==> config.mk <==
export PLATFORM = sky130hd
export DESIGN_NAME = decode_stage
export DESIGN_NICKNAME = d
export VERILOG_FILES = /design/src/rtl/decode_pkg.sv /design/src/rtl/reg_file.sv /design/src/rtl/decode_stage.sv
export SDC_FILE = /design/constraint.sdc
export NUM_CORES = 2
export LEC_CHECK = 0
export ABC_CLOCK_PERIOD_IN_PS = 9150
export CAP_MARGIN = 20
export CORE_UTILIZATION = 55
export CTS_CLUSTER_SIZE = 8
export DETAILED_ROUTE_END_ITERATION = 10
export PLACE_DENSITY = 0.73
export SYNTH_ARGS = -nofsm -noshare
export SYNTH_HDL_FRONTEND = slang
export SYNTH_SLANG_ARGS = --single-unit
==> constraint.sdc <==
create_clock -name clk -period 9.15 [get_ports clk]
set_input_delay 0.915 -clock clk [delete_from_list [all_inputs] [get_ports clk]]
set_output_delay 0.915 -clock clk [all_outputs]
set_load 0.1 [all_outputs]
==> src/rtl/decode_pkg.sv <==
// rtl/decode_pkg.sv - opcodes, ALU op encoding and control words shared by the decode stage
package decode_pkg;

    localparam logic [6:0] OPC_R    = 7'b0110011;
    localparam logic [6:0] OPC_ADDI = 7'b0010011;
    localparam logic [6:0] OPC_LD   = 7'b0000011;
    localparam logic [6:0] OPC_JALR = 7'b1100111;
    localparam logic [6:0] OPC_SD   = 7'b0100011;
    localparam logic [6:0] OPC_B    = 7'b1100011;
    localparam logic [6:0] OPC_JAL  = 7'b1101111;

    typedef enum logic [2:0] {
        ALU_ADD = 3'b000,
        ALU_SUB = 3'b001,
        ALU_AND = 3'b010,
        ALU_OR  = 3'b011,
        ALU_SLL = 3'b100,
        ALU_SLT = 3'b101
    } alu_op_e;

    localparam int CTRL_WB_W = 2;
    localparam int CTRL_M_W  = 2;
    localparam int CTRL_EX_W = 4;

    // wb = {MemtoReg, RegWrite}, m = {MemRead, MemWrite}, ex = {ALUSrc, ALUOp}
    typedef struct packed {
        logic [CTRL_WB_W-1:0] wb;
        logic [CTRL_M_W-1:0]  m;
        logic [CTRL_EX_W-1:0] ex;
    } ctrl_t;

    localparam ctrl_t CTRL_NONE   = 8'b00_00_0000;
    localparam ctrl_t CTRL_ADDI   = 8'b01_00_1000;
    localparam ctrl_t CTRL_LD     = 8'b11_10_1000;
    localparam ctrl_t CTRL_SD     = 8'b00_01_1000;
    localparam ctrl_t CTRL_R_BASE = 8'b01_00_0000;
    localparam ctrl_t CTRL_B      = 8'b00_00_0001;
    localparam ctrl_t CTRL_JUMP   = 8'b01_00_0000;

endpackage

==> src/rtl/reg_file.sv <==
// rtl/reg_file.sv - 2-read/1-write register file with x0 hardwired and writeback bypass
module reg_file #(
    parameter int XLEN  = 64,
    parameter int NREGS = 32,
    localparam int AW   = $clog2(NREGS)
) (
    input  logic            clk,
    input  logic            reset_n,
    input  logic [AW-1:0]   raddr1,
    output logic [XLEN-1:0] rdata1,
    input  logic [AW-1:0]   raddr2,
    output logic [XLEN-1:0] rdata2,
    input  logic            we,
    input  logic [AW-1:0]   waddr,
    input  logic [XLEN-1:0] wdata
);

    logic [XLEN-1:0] regs [NREGS];

    always_ff @(posedge clk) begin
        if (!reset_n) begin
            for (int i = 0; i < NREGS; i++) begin
                regs[i] <= '0;
            end
        end else if (we && waddr != '0) begin
            regs[waddr] <= wdata;
        end
    end

    // A same-cycle write is forwarded so the reader sees the value being retired now.
    assign rdata1 = (raddr1 == '0) ? '0 :
                    (we && waddr == raddr1) ? wdata : regs[raddr1];
    assign rdata2 = (raddr2 == '0) ? '0 :
                    (we && waddr == raddr2) ? wdata : regs[raddr2];

endmodule

==> src/rtl/decode_stage.sv <==
// rtl/decode_stage.sv - instruction decode, register read, load-use stall and ID/EX register
module decode_stage
    import decode_pkg::*;
#(
    parameter int XLEN  = 64,
    parameter int NREGS = 32
) (
    input  logic            clk,
    input  logic            reset_n,
    input  logic            if_valid,
    input  logic [XLEN-1:0] if_pc,
    input  logic [31:0]     if_instr,
    input  logic            wb_we,
    input  logic [4:0]      wb_addr,
    input  logic [XLEN-1:0] wb_data,
    input  logic            flush,
    output logic            stall,
    output logic            ex_valid,
    output logic [XLEN-1:0] ex_pc,
    output logic [XLEN-1:0] ex_rdata1,
    output logic [XLEN-1:0] ex_rdata2,
    output logic [XLEN-1:0] ex_imm,
    output logic [XLEN-1:0] ex_target,
    output logic [4:0]      ex_rs1,
    output logic [4:0]      ex_rs2,
    output logic [4:0]      ex_rd,
    output logic [2:0]      ex_funct3,
    output logic [1:0]      ex_ctrl_wb,
    output logic [1:0]      ex_ctrl_m,
    output logic [3:0]      ex_ctrl_ex,
    output logic            ex_br,
    output logic            ex_jal,
    output logic            ex_jalr,
    output logic            ex_illegal
);

    localparam int AW = $clog2(NREGS);

    logic [6:0] opcode;
    logic [4:0] rs1;
    logic [4:0] rs2;
    logic [4:0] rd;
    logic [2:0] funct3;

    assign opcode = if_instr[6:0];
    assign rd     = if_instr[11:7];
    assign funct3 = if_instr[14:12];
    assign rs1    = if_instr[19:15];
    assign rs2    = if_instr[24:20];

    logic [XLEN-1:0] imm_i;
    logic [XLEN-1:0] imm_s;
    logic [XLEN-1:0] imm_b;
    logic [XLEN-1:0] imm_j;

    assign imm_i = {{(XLEN-12){if_instr[31]}}, if_instr[31:20]};
    assign imm_s = {{(XLEN-12){if_instr[31]}}, if_instr[31:25], if_instr[11:7]};
    assign imm_b = {{(XLEN-13){if_instr[31]}}, if_instr[31], if_instr[7],
                    if_instr[30:25], if_instr[11:8], 1'b0};
    assign imm_j = {{(XLEN-21){if_instr[31]}}, if_instr[31], if_instr[19:12],
                    if_instr[20], if_instr[30:21], 1'b0};

    alu_op_e r_op;
    logic    r_legal;

    always_comb begin
        r_op    = ALU_ADD;
        r_legal = 1'b1;
        case (funct3)
            3'b000:  r_op = if_instr[30] ? ALU_SUB : ALU_ADD;
            3'b001:  r_op = ALU_SLL;
            3'b010:  r_op = ALU_SLT;
            3'b110:  r_op = ALU_OR;
            3'b111:  r_op = ALU_AND;
            default: r_legal = 1'b0;
        endcase
    end

    ctrl_t           ctrl;
    logic [XLEN-1:0] imm;
    logic            is_br;
    logic            is_jal;
    logic            is_jalr;
    logic            is_illegal;

    always_comb begin
        ctrl       = CTRL_NONE;
        imm        = '0;
        is_br      = 1'b0;
        is_jal     = 1'b0;
        is_jalr    = 1'b0;
        is_illegal = 1'b0;
        case (opcode)
            OPC_R: begin
                if (r_legal) begin
                    ctrl       = CTRL_R_BASE;
                    ctrl.ex[2:0] = r_op;
                end else begin
                    is_illegal = 1'b1;
                end
            end
            OPC_ADDI: begin
                ctrl = CTRL_ADDI;
                imm  = imm_i;
            end
            OPC_LD: begin
                ctrl = CTRL_LD;
                imm  = imm_i;
            end
            OPC_JALR: begin
                ctrl    = CTRL_JUMP;
                imm     = imm_i;
                is_jalr = 1'b1;
            end
            OPC_SD: begin
                ctrl = CTRL_SD;
                imm  = imm_s;
            end
            OPC_B: begin
                ctrl  = CTRL_B;
                imm   = imm_b;
                is_br = 1'b1;
            end
            OPC_JAL: begin
                ctrl   = CTRL_JUMP;
                imm    = imm_j;
                is_jal = 1'b1;
            end
            default: is_illegal = 1'b1;
        endcase
    end

    logic use_rs1;
    logic use_rs2;
    logic hazard;
    logic bubble;

    assign use_rs1 = (opcode != OPC_JAL);
    assign use_rs2 = (opcode == OPC_R) || (opcode == OPC_SD) || (opcode == OPC_B);

    // Load-use: the load in EX produces its data too late for this instruction's operands.
    assign hazard = ex_valid && ex_ctrl_m[1] && (ex_rd != 5'd0) &&
                    ((use_rs1 && ex_rd == rs1) || (use_rs2 && ex_rd == rs2));
    assign stall  = reset_n && if_valid && !flush && hazard;
    assign bubble = !if_valid || flush || stall;

    logic [XLEN-1:0] rdata1;
    logic [XLEN-1:0] rdata2;

    reg_file #(
        .XLEN  (XLEN),
        .NREGS (NREGS)
    ) u_reg_file (
        .clk    (clk),
        .reset_n(reset_n),
        .raddr1 (rs1[AW-1:0]),
        .rdata1 (rdata1),
        .raddr2 (rs2[AW-1:0]),
        .rdata2 (rdata2),
        .we     (wb_we),
        .waddr  (wb_addr[AW-1:0]),
        .wdata  (wb_data)
    );

    // A bubble clears every field, so downstream never sees stale operands.
    always_ff @(posedge clk) begin
        if (!reset_n || bubble) begin
            ex_valid   <= 1'b0;
            ex_pc      <= '0;
            ex_rdata1  <= '0;
            ex_rdata2  <= '0;
            ex_imm     <= '0;
            ex_target  <= '0;
            ex_rs1     <= '0;
            ex_rs2     <= '0;
            ex_rd      <= '0;
            ex_funct3  <= '0;
            ex_ctrl_wb <= '0;
            ex_ctrl_m  <= '0;
            ex_ctrl_ex <= '0;
            ex_br      <= 1'b0;
            ex_jal     <= 1'b0;
            ex_jalr    <= 1'b0;
            ex_illegal <= 1'b0;
        end else begin
            ex_valid   <= 1'b1;
            ex_pc      <= if_pc;
            ex_rdata1  <= rdata1;
            ex_rdata2  <= rdata2;
            ex_imm     <= imm;
            ex_target  <= if_pc + imm;
            ex_rs1     <= rs1;
            ex_rs2     <= rs2;
            ex_rd      <= rd;
            ex_funct3  <= funct3;
            ex_ctrl_wb <= ctrl.wb;
            ex_ctrl_m  <= ctrl.m;
            ex_ctrl_ex <= ctrl.ex;
            ex_br      <= is_br;
            ex_jal     <= is_jal;
            ex_jalr    <= is_jalr;
            ex_illegal <= is_illegal;
        end
    end

endmodule

# --- Word level (Yosys, flattened, before mapping) ---
# Memory sizes are Yosys's and may differ from the RTL's. A register that Yosys moved wholly into a read port is not among the register bits.
# Index checks and enable logic that the tools add are counted.
word_totals:
  ff_bits: 223
  latch_bits: 0
  mem_bits_rw: 2048
  mem_bits_ro: 0
  in_bits: 170
  out_inout_bits: 352
  word_cells: 80
  mem_count: 1
mem_list:
  columns: ["name", "depth", "width", "rd", "rd_ports_with_merged_regs", "wr", "line", "rtl"]
  rows:
  - ["u_reg_file.regs", 32, 64, 2, 2, 32, "reg_file.sv:18", "logic [XLEN-1:0] regs [NREGS];"]
op_classes:
  n_addsub: 1
  mul: 0
  div_mod_pow: 0
  n_lt_le_gt_ge: 0
  eq_ne: 14
  n_shift: 0
  muxes: 19
  bitwise: 0
  reduce_logical: 30
op_table:
  columns: ["operator", "count"]
  rows:
  - ["64-bit case mux with 4 select lines", 1]
  - ["64-bit adder", 1]
  - ["64-bit two-way mux", 1]
  - ["64-bit OR reduction", 1]
  - ["8-bit case mux with 6 select lines", 1]
  - ["7-bit equality test (second input constant)", 3]
  - ["3-bit case mux with 5 select lines", 1]
  - ["7-bit by 6-bit equality test with 1-bit output (second input constant)", 2]
  - ["1-bit two-way mux", 12]
  - ["5-bit equality test", 2]
  - ["5-bit zero test", 2]
  - ["5-bit nonzero test", 2]
  - ["1-bit logical AND", 9]
  - ["7-bit by 2-bit equality test with 1-bit output (second input constant)", 1]
  - ["7-bit by 5-bit equality test with 1-bit output (second input constant)", 1]
  - ["7-bit two-way mux", 1]
  - ["7-bit != test (second input constant)", 1]
  - ["3-bit equality test (second input constant)", 2]
  - ["1-bit logical OR", 6]
  - ["2-bit OR reduction", 3]
  - ["6-bit OR reduction", 1]
  - ["5-bit two-way mux", 1]
  - ["5-bit OR reduction", 1]
  - ["3-bit by 1-bit equality test with 1-bit output (second input constant)", 1]
  - ["other kinds (5)", 7]

# --- Logic depth before layout (Yosys ltp) ---
depth:
  ltp_word: 10
  ltp_mapped: 17
  depth_no_buf: 15

# --- By module ---
# From an unflattened synthesis, not the netlist that was laid out.
unflattened:
  cells_unflattened: 8284
  hier_area_um2: 120722.0
by_module_without_submodules:
  columns: ["module", "instances", "cells_each", "area_each_um2"]
  rows:
  - ["reg_file", 1, 6919, 107768.4]
  - ["decode_stage", 1, 1365, 12953.7]

# --- Worst setup path before layout ---
# OpenSTA, ideal clock, no wires.
synth_timing:
  path_type: "input-to-reg"
  start: "input wb_addr[2]"
  end: "memory u_reg_file.regs[31][0] (enable)"
  setup_time_ns: 0.575
  arrival_ns: 6.717
  required_time_ns: 8.575
  slack_ns: 1.858
  cell_stages: 7
  path_buffers: 3
  cell_sequence: "clkbuf_1 -> or3_1 -> clkbuf_1 -> o311a_1 -> nand3_1 -> clkbuf_1 -> o21ai_0"
synth_rtl:
  columns: ["item", "line", "rtl"]
  rows:
  - ["start: declaration", "decode_stage.sv:14", "input logic [4:0] wb_addr,"]
  - ["end: declaration", "reg_file.sv:18", null]

# --- Worst setup path in the final report ---
layout_timing:
  start: "input if_instr[3]"
  end: "register ex_rdata1[10] (read register of u_reg_file.regs)"
layout_between:
  elab_chain_len: 10
  word_cells_on_any_way: 14
  cone_classes: "4 x eq/ne; 10 x reduce/logical"
layout_rtl:
  columns: ["item", "line", "rtl"]
  rows:
  - ["start: declaration", "decode_stage.sv:12", "input logic [31:0] if_instr,"]
  - ["7-bit by 6-bit equality test with 1-bit output", "decode_stage.sv:139", "assign use_rs2 = (opcode == OPC_R) || (opcode == OPC_SD) || (opcode == OPC_B);"]
  - ["1-bit logical OR (2 in series)", "decode_stage.sv:139", null]
  - ["1-bit logical AND", "decode_stage.sv:143", "((use_rs1 && ex_rd == rs1) || (use_rs2 && ex_rd == rs2));"]
  - ["1-bit logical OR *", "decode_stage.sv:143", null]
  - ["1-bit logical AND *", "decode_stage.sv:142", "assign hazard = ex_valid && ex_ctrl_m[1] && (ex_rd != 5'd0) &&"]
  - ["1-bit logical AND *", "decode_stage.sv:144", "assign stall = reset_n && if_valid && !flush && hazard;"]
  - ["1-bit logical OR *", "decode_stage.sv:145", "assign bubble = !if_valid || flush || stall;"]
  - ["1-bit logical OR *", "decode_stage.sv:167", "if (!reset_n || bubble) begin"]
  - ["2-bit OR reduction (no line) *", null, null]
  - ["end: declaration", "decode_stage.sv:20", "output logic [XLEN-1:0] ex_rdata1,"]
# Every way passes the cells marked *; elsewhere a longest branch is shown, timed or not.
# A chain may end at the register's enable or synchronous reset.

==> flow_metrics.env <==
export IMPL_grt_pass1_wl_um=625000
export IMPL_synth_top_family_by_area="multiplexers"
export IMPL_worst_slew_pin_slew_ns=1.31
export IMPL_ioPinCount=522
export IMPL_fin_skew_ns=0.0732
export IMPL_cts_repair_timing_setup_buffer_count=0
export IMPL_final_net_count=9206
export IMPL_clkSlewWorstSetupHoldPaths_ns=0.05
export IMPL_tritoncts="built"
export IMPL_first_global_vias=84261
export IMPL_total_power_uw=27700
export IMPL_ff2ff_path_depth=12
export IMPL_global_route_overflow_total=0
export IMPL_routed_via_count=87006
export IMPL_clockPowerShare_pct=42.8
export IMPL_power_internal_uw=20700
export IMPL_finish_instance_area_mm2=0.140
export IMPL_post_route_min_period_ns=5.41
export IMPL_max_freq_mhz=185
export IMPL_drc_errors=0
export IMPL_irDropWorstVdd_v=0.000198
export IMPL_whs_path_depth=2
export IMPL_pwr_share_comb_pct=11.9
export IMPL_antenna_violating_nets_post_route=0
export IMPL_count_of_max_cap_constraint_violations=0
export IMPL_timing_setup_critical_path_class="in2reg"
export IMPL_rsz0062_at_grt="false"
export IMPL_yosysTopAreaCell="sky130_fd_sc_hd__edfxtp_1"
export IMPL_vias_per_cell=7.09
export IMPL_switching_power_summed_over_all_nets_uw=7050
export IMPL_crit_path_start_kind="primary input"
export IMPL_grt_use_total_pct=39.7
export IMPL_cts_hold_buffers_added=0
export IMPL_timing_hold_violations_final=0
export IMPL_die_area_mm2=0.224
export IMPL_synth_edf_count=2048
export IMPL_dieHeight_um=474
export IMPL_htree_levels=5
export IMPL_netlist_top_cells_area="sky130_fd_sc_hd__edfxtp_1 (50%), sky130_fd_sc_hd__mux4_2 (16%), sky130_fd_sc_hd__and2_1 (11%)"
export IMPL_required_ns=9.92
export IMPL_drt_total_wl_um=449000
export IMPL_cts_inserted_buffers=346
export IMPL_clkLatencyLatePin_ns=0.97
export IMPL_worst_slew_margin_rel_pct=13.0
export IMPL_min_delay_path_class="in2reg"
export IMPL_cp_max_fo=72
export IMPL_synth_fa_ha_area_share_pct=0.229
export IMPL_yosysUniqueCellTypes=92
export IMPL_post_synth_instance_area_mm2=0.122
export IMPL_power_density_mw_per_mm2=197
export IMPL_worst_endpoint_arrival_ns=6.19
export IMPL_finalWeightedCongestion=0.955
export IMPL_syn_avg_cell_area_um2=13.9
export IMPL_swShare_pct=25.4
export IMPL_finalMaxSlewViolations=0
export IMPL_setup_violations_final=0
export IMPL_end_kind="flip-flop"
export IMPL_cts_root_buffer="sky130_fd_sc_hd__clkbuf_16"
export IMPL_outcome="complete, no violations"
export IMPL_synthXorXnorAreaFrac_pct=0.494
export IMPL_antenna_found_initial=68
export IMPL_wl_per_cell_um=36.6
export IMPL_hpwl_um=246000
export IMPL_rows=172
export IMPL_growth_of_design_area_from_synthesis_to_finish_pct=14.8
export IMPL_drive_above_1_share_pct=18.5
export IMPL_ys_ff_latch=2355
export IMPL_grt_start_max_net_pins=126
export IMPL_placed_cell_area_mm2=0.130
export IMPL_drt_first_iter_violations=15440
export IMPL_die_w_um=474
export IMPL_design_core_area_mm2=0.220
export IMPL_start_util_pct=55.5
export IMPL_tritoncts_num_sinks=2355
export IMPL_post_cts_resized=0
export IMPL_synth_yosys_seq_area_share_pct=55.3
export IMPL_asyncSetResetFlopFracSynth_pct=0
export IMPL_synth_largest_type_area_fraction_pct=50.3
export IMPL_max_clock_buf_depth=4
export IMPL_whs_ns=0.431
export IMPL_finish_utilization_pct=63.7
export IMPL_synth_yosys_warnings=0
export IMPL_static_leakage_uw=0.0488
export IMPL_fin_setup_tns_ns=0
export IMPL_drt_first_pass_iters=7
export IMPL_synth_compound_area_share_pct=5.77
export IMPL_post_synth_mux_area_share_pct=21.6
export IMPL_number_of_input_and_output_port_buffers_inserted=521
export IMPL_synthFlopType="sky130_fd_sc_hd__edfxtp_1"
export IMPL_final_min_period_over_clock_period_pct=59.2
export IMPL_pwr_share_seq_pct=45.3
export IMPL_synth_simple_gate_area_share_pct=13.5
export IMPL_syn_instance_count=8807
[metal layers]
layer / up-vias / routed length (um) / GRT usage (%)
met5: - / 87 / 0
met4: 12 / 29500 / 25.1
met3: 1632 / 68000 / 11.4
met2: 8110 / 201000 / 59.1
met1: 43367 / 151000 / 51.4
li1: 33885 / - / -
[path summary, 6_finish.rpt]
check,slack [ns],start,to
setup reg to reg,4.04,ex_rd[2],ex_rdata1[10]
hold reg to reg,0.96,u_reg_file.regs[14][18],ex_rdata1[18]
hold / removal,0.43,if_instr[16],ex_rs1[1]
setup / recovery,3.74,if_instr[3],ex_rdata1[10]
[cells in the mapped netlist, types with 16 or more instances]
| master | n |
|---|---|
| sky130_fd_sc_hd__and2_1 | 2091 |
| sky130_fd_sc_hd__xor2_1 | 27 |
| sky130_fd_sc_hd__o21ai_0 | 250 |
| sky130_fd_sc_hd__and3_1 | 26 |
| sky130_fd_sc_hd__nand3_1 | 46 |
| sky130_fd_sc_hd__mux2_2 | 130 |
| sky130_fd_sc_hd__edfxtp_1 | 2048 |
| sky130_fd_sc_hd__xnor2_1 | 42 |
| sky130_fd_sc_hd__o211ai_1 | 143 |
| sky130_fd_sc_hd__or4_1 | 16 |
| sky130_fd_sc_hd__a21o_1 | 20 |
| sky130_fd_sc_hd__nand2_1 | 154 |
| sky130_fd_sc_hd__a211oi_1 | 72 |
| sky130_fd_sc_hd__nor4_1 | 22 |
| sky130_fd_sc_hd__nor3_1 | 47 |
| sky130_fd_sc_hd__a21oi_1 | 247 |
| sky130_fd_sc_hd__a221oi_1 | 130 |
| sky130_fd_sc_hd__clkbuf_1 | 738 |
| sky130_fd_sc_hd__buf_4 | 49 |
| sky130_fd_sc_hd__buf_2 | 45 |
| sky130_fd_sc_hd__mux4_2 | 896 |
| sky130_fd_sc_hd__nand4_1 | 29 |
| sky130_fd_sc_hd__or3_1 | 19 |
| sky130_fd_sc_hd__mux2i_1 | 465 |
| sky130_fd_sc_hd__dfxtp_1 | 307 |
| sky130_fd_sc_hd__ha_1 | 20 |
| sky130_fd_sc_hd__a22oi_1 | 129 |
| sky130_fd_sc_hd__nor2_1 | 327 |
| sky130_fd_sc_hd__buf_1 | 100 |
[stage by stage]
step	std cells	worst slack (ns)
final	12276	3.74
after global routing	12236	3.44
after CTS	12186	3.81
after detailed placement	11608	2.92
after global placement	11605	2.92
after floorplan	8870	1.86
[cell usage in the layout (no fill, tap or decap), types with 13 or more instances in the layout]
cell type                         Yosys  layout
sky130_fd_sc_hd__a211oi_1            72      72
sky130_fd_sc_hd__a21o_1              20      20
sky130_fd_sc_hd__a21oi_1            247     247
sky130_fd_sc_hd__a221oi_1           130     130
sky130_fd_sc_hd__a22oi_1            129     129
sky130_fd_sc_hd__and2_1            2091    2091
sky130_fd_sc_hd__and3_1              26      26
sky130_fd_sc_hd__buf_12               0      14
sky130_fd_sc_hd__buf_4               49     187
sky130_fd_sc_hd__clkbuf_1           738     216
sky130_fd_sc_hd__clkbuf_16            0     357
sky130_fd_sc_hd__clkdlybuf4s50_1      0     504
sky130_fd_sc_hd__conb_1               1      64
sky130_fd_sc_hd__dfxtp_1            307     307
sky130_fd_sc_hd__diode_2              0      73
sky130_fd_sc_hd__edfxtp_1          2048    2048
sky130_fd_sc_hd__ha_1                20      20
sky130_fd_sc_hd__mux2_2             130     130
sky130_fd_sc_hd__mux2i_1            465     465
sky130_fd_sc_hd__mux4_2             896     896
sky130_fd_sc_hd__nand2_1            154     154
sky130_fd_sc_hd__nand3_1             46      45
sky130_fd_sc_hd__nand4_1             29      29
sky130_fd_sc_hd__nor2_1             327     295
sky130_fd_sc_hd__nor2_4               1      33
sky130_fd_sc_hd__nor3_1              47      47
sky130_fd_sc_hd__nor4_1              22      22
sky130_fd_sc_hd__o211ai_1           143     143
sky130_fd_sc_hd__o21ai_0            250     219
sky130_fd_sc_hd__o21ai_1             14      13
sky130_fd_sc_hd__o21ai_4              1      33
sky130_fd_sc_hd__or3_1               19      18
sky130_fd_sc_hd__or4_1               16      16
sky130_fd_sc_hd__xnor2_1             42      42
sky130_fd_sc_hd__xor2_1              27      27
[cells by family after synthesis]
group | Yosys count
compound gates | 1077
xor+xnor | 69
fa+ha+maj | 22
buf+inv | 951
flops | 2355
mux | 1497
other cells | 1
simple gates | 2835
[state kept, by name, indices dropped and copies added, names as in the netlist]
signal	flops
ex_ctrl_wb	2
ex_target	64
ex_rdata2	64
ex_funct3	3
ex_br	1
ex_rs2	5
ex_jal	1
u_reg_file.regs	2048
ex_valid	1
ex_illegal	1
ex_ctrl_ex	4
ex_jalr	1
ex_ctrl_m	1
ex_imm	21
ex_rd	5
ex_rdata1	64
ex_rs1	5
ex_pc	64
[power groups by stage]
stage          registers, uW  clock network, uW  logic (uW)
3_3_place_gp           12700                  0        3160
3_5_place_dp           12700                  0        3190
5_1_grt                12600              12300        3370
2_1_floorplan          13000                  0        1810
4_1_cts                12500              11900        3200
6_report               12500              11900        3310
[worst max-delay path: stages]
cell and delay [ns]:
sky130_fd_sc_hd__clkdlybuf4s50_1 0.52, sky130_fd_sc_hd__nand4bb_1 0.30, sky130_fd_sc_hd__nor2_1 0.46, sky130_fd_sc_hd__o2111ai_1 0.32, sky130_fd_sc_hd__o41ai_1 0.19, sky130_fd_sc_hd__o2111a_1 0.34
sky130_fd_sc_hd__or3_2 0.73, sky130_fd_sc_hd__inv_2 0.51, sky130_fd_sc_hd__buf_4 0.44, sky130_fd_sc_hd__o41ai_2 0.14, sky130_fd_sc_hd__buf_4 0.43, sky130_fd_sc_hd__buf_4 0.64
sky130_fd_sc_hd__a21oi_1 0.10
[area by class of cell]
class	instances	area, um2
Multi-Input combinational cell	5564	51700
Fill cell	16004	79900
Tap cell	2958	3700
Clock buffer	571	9660
Timing Repair Buffer	734	7360
Clock inverter	7	148
Antenna cell	73	183
Inverter	14	57.6
Sequential cell	2355	67600
Power figures use the tool's default switching activity.
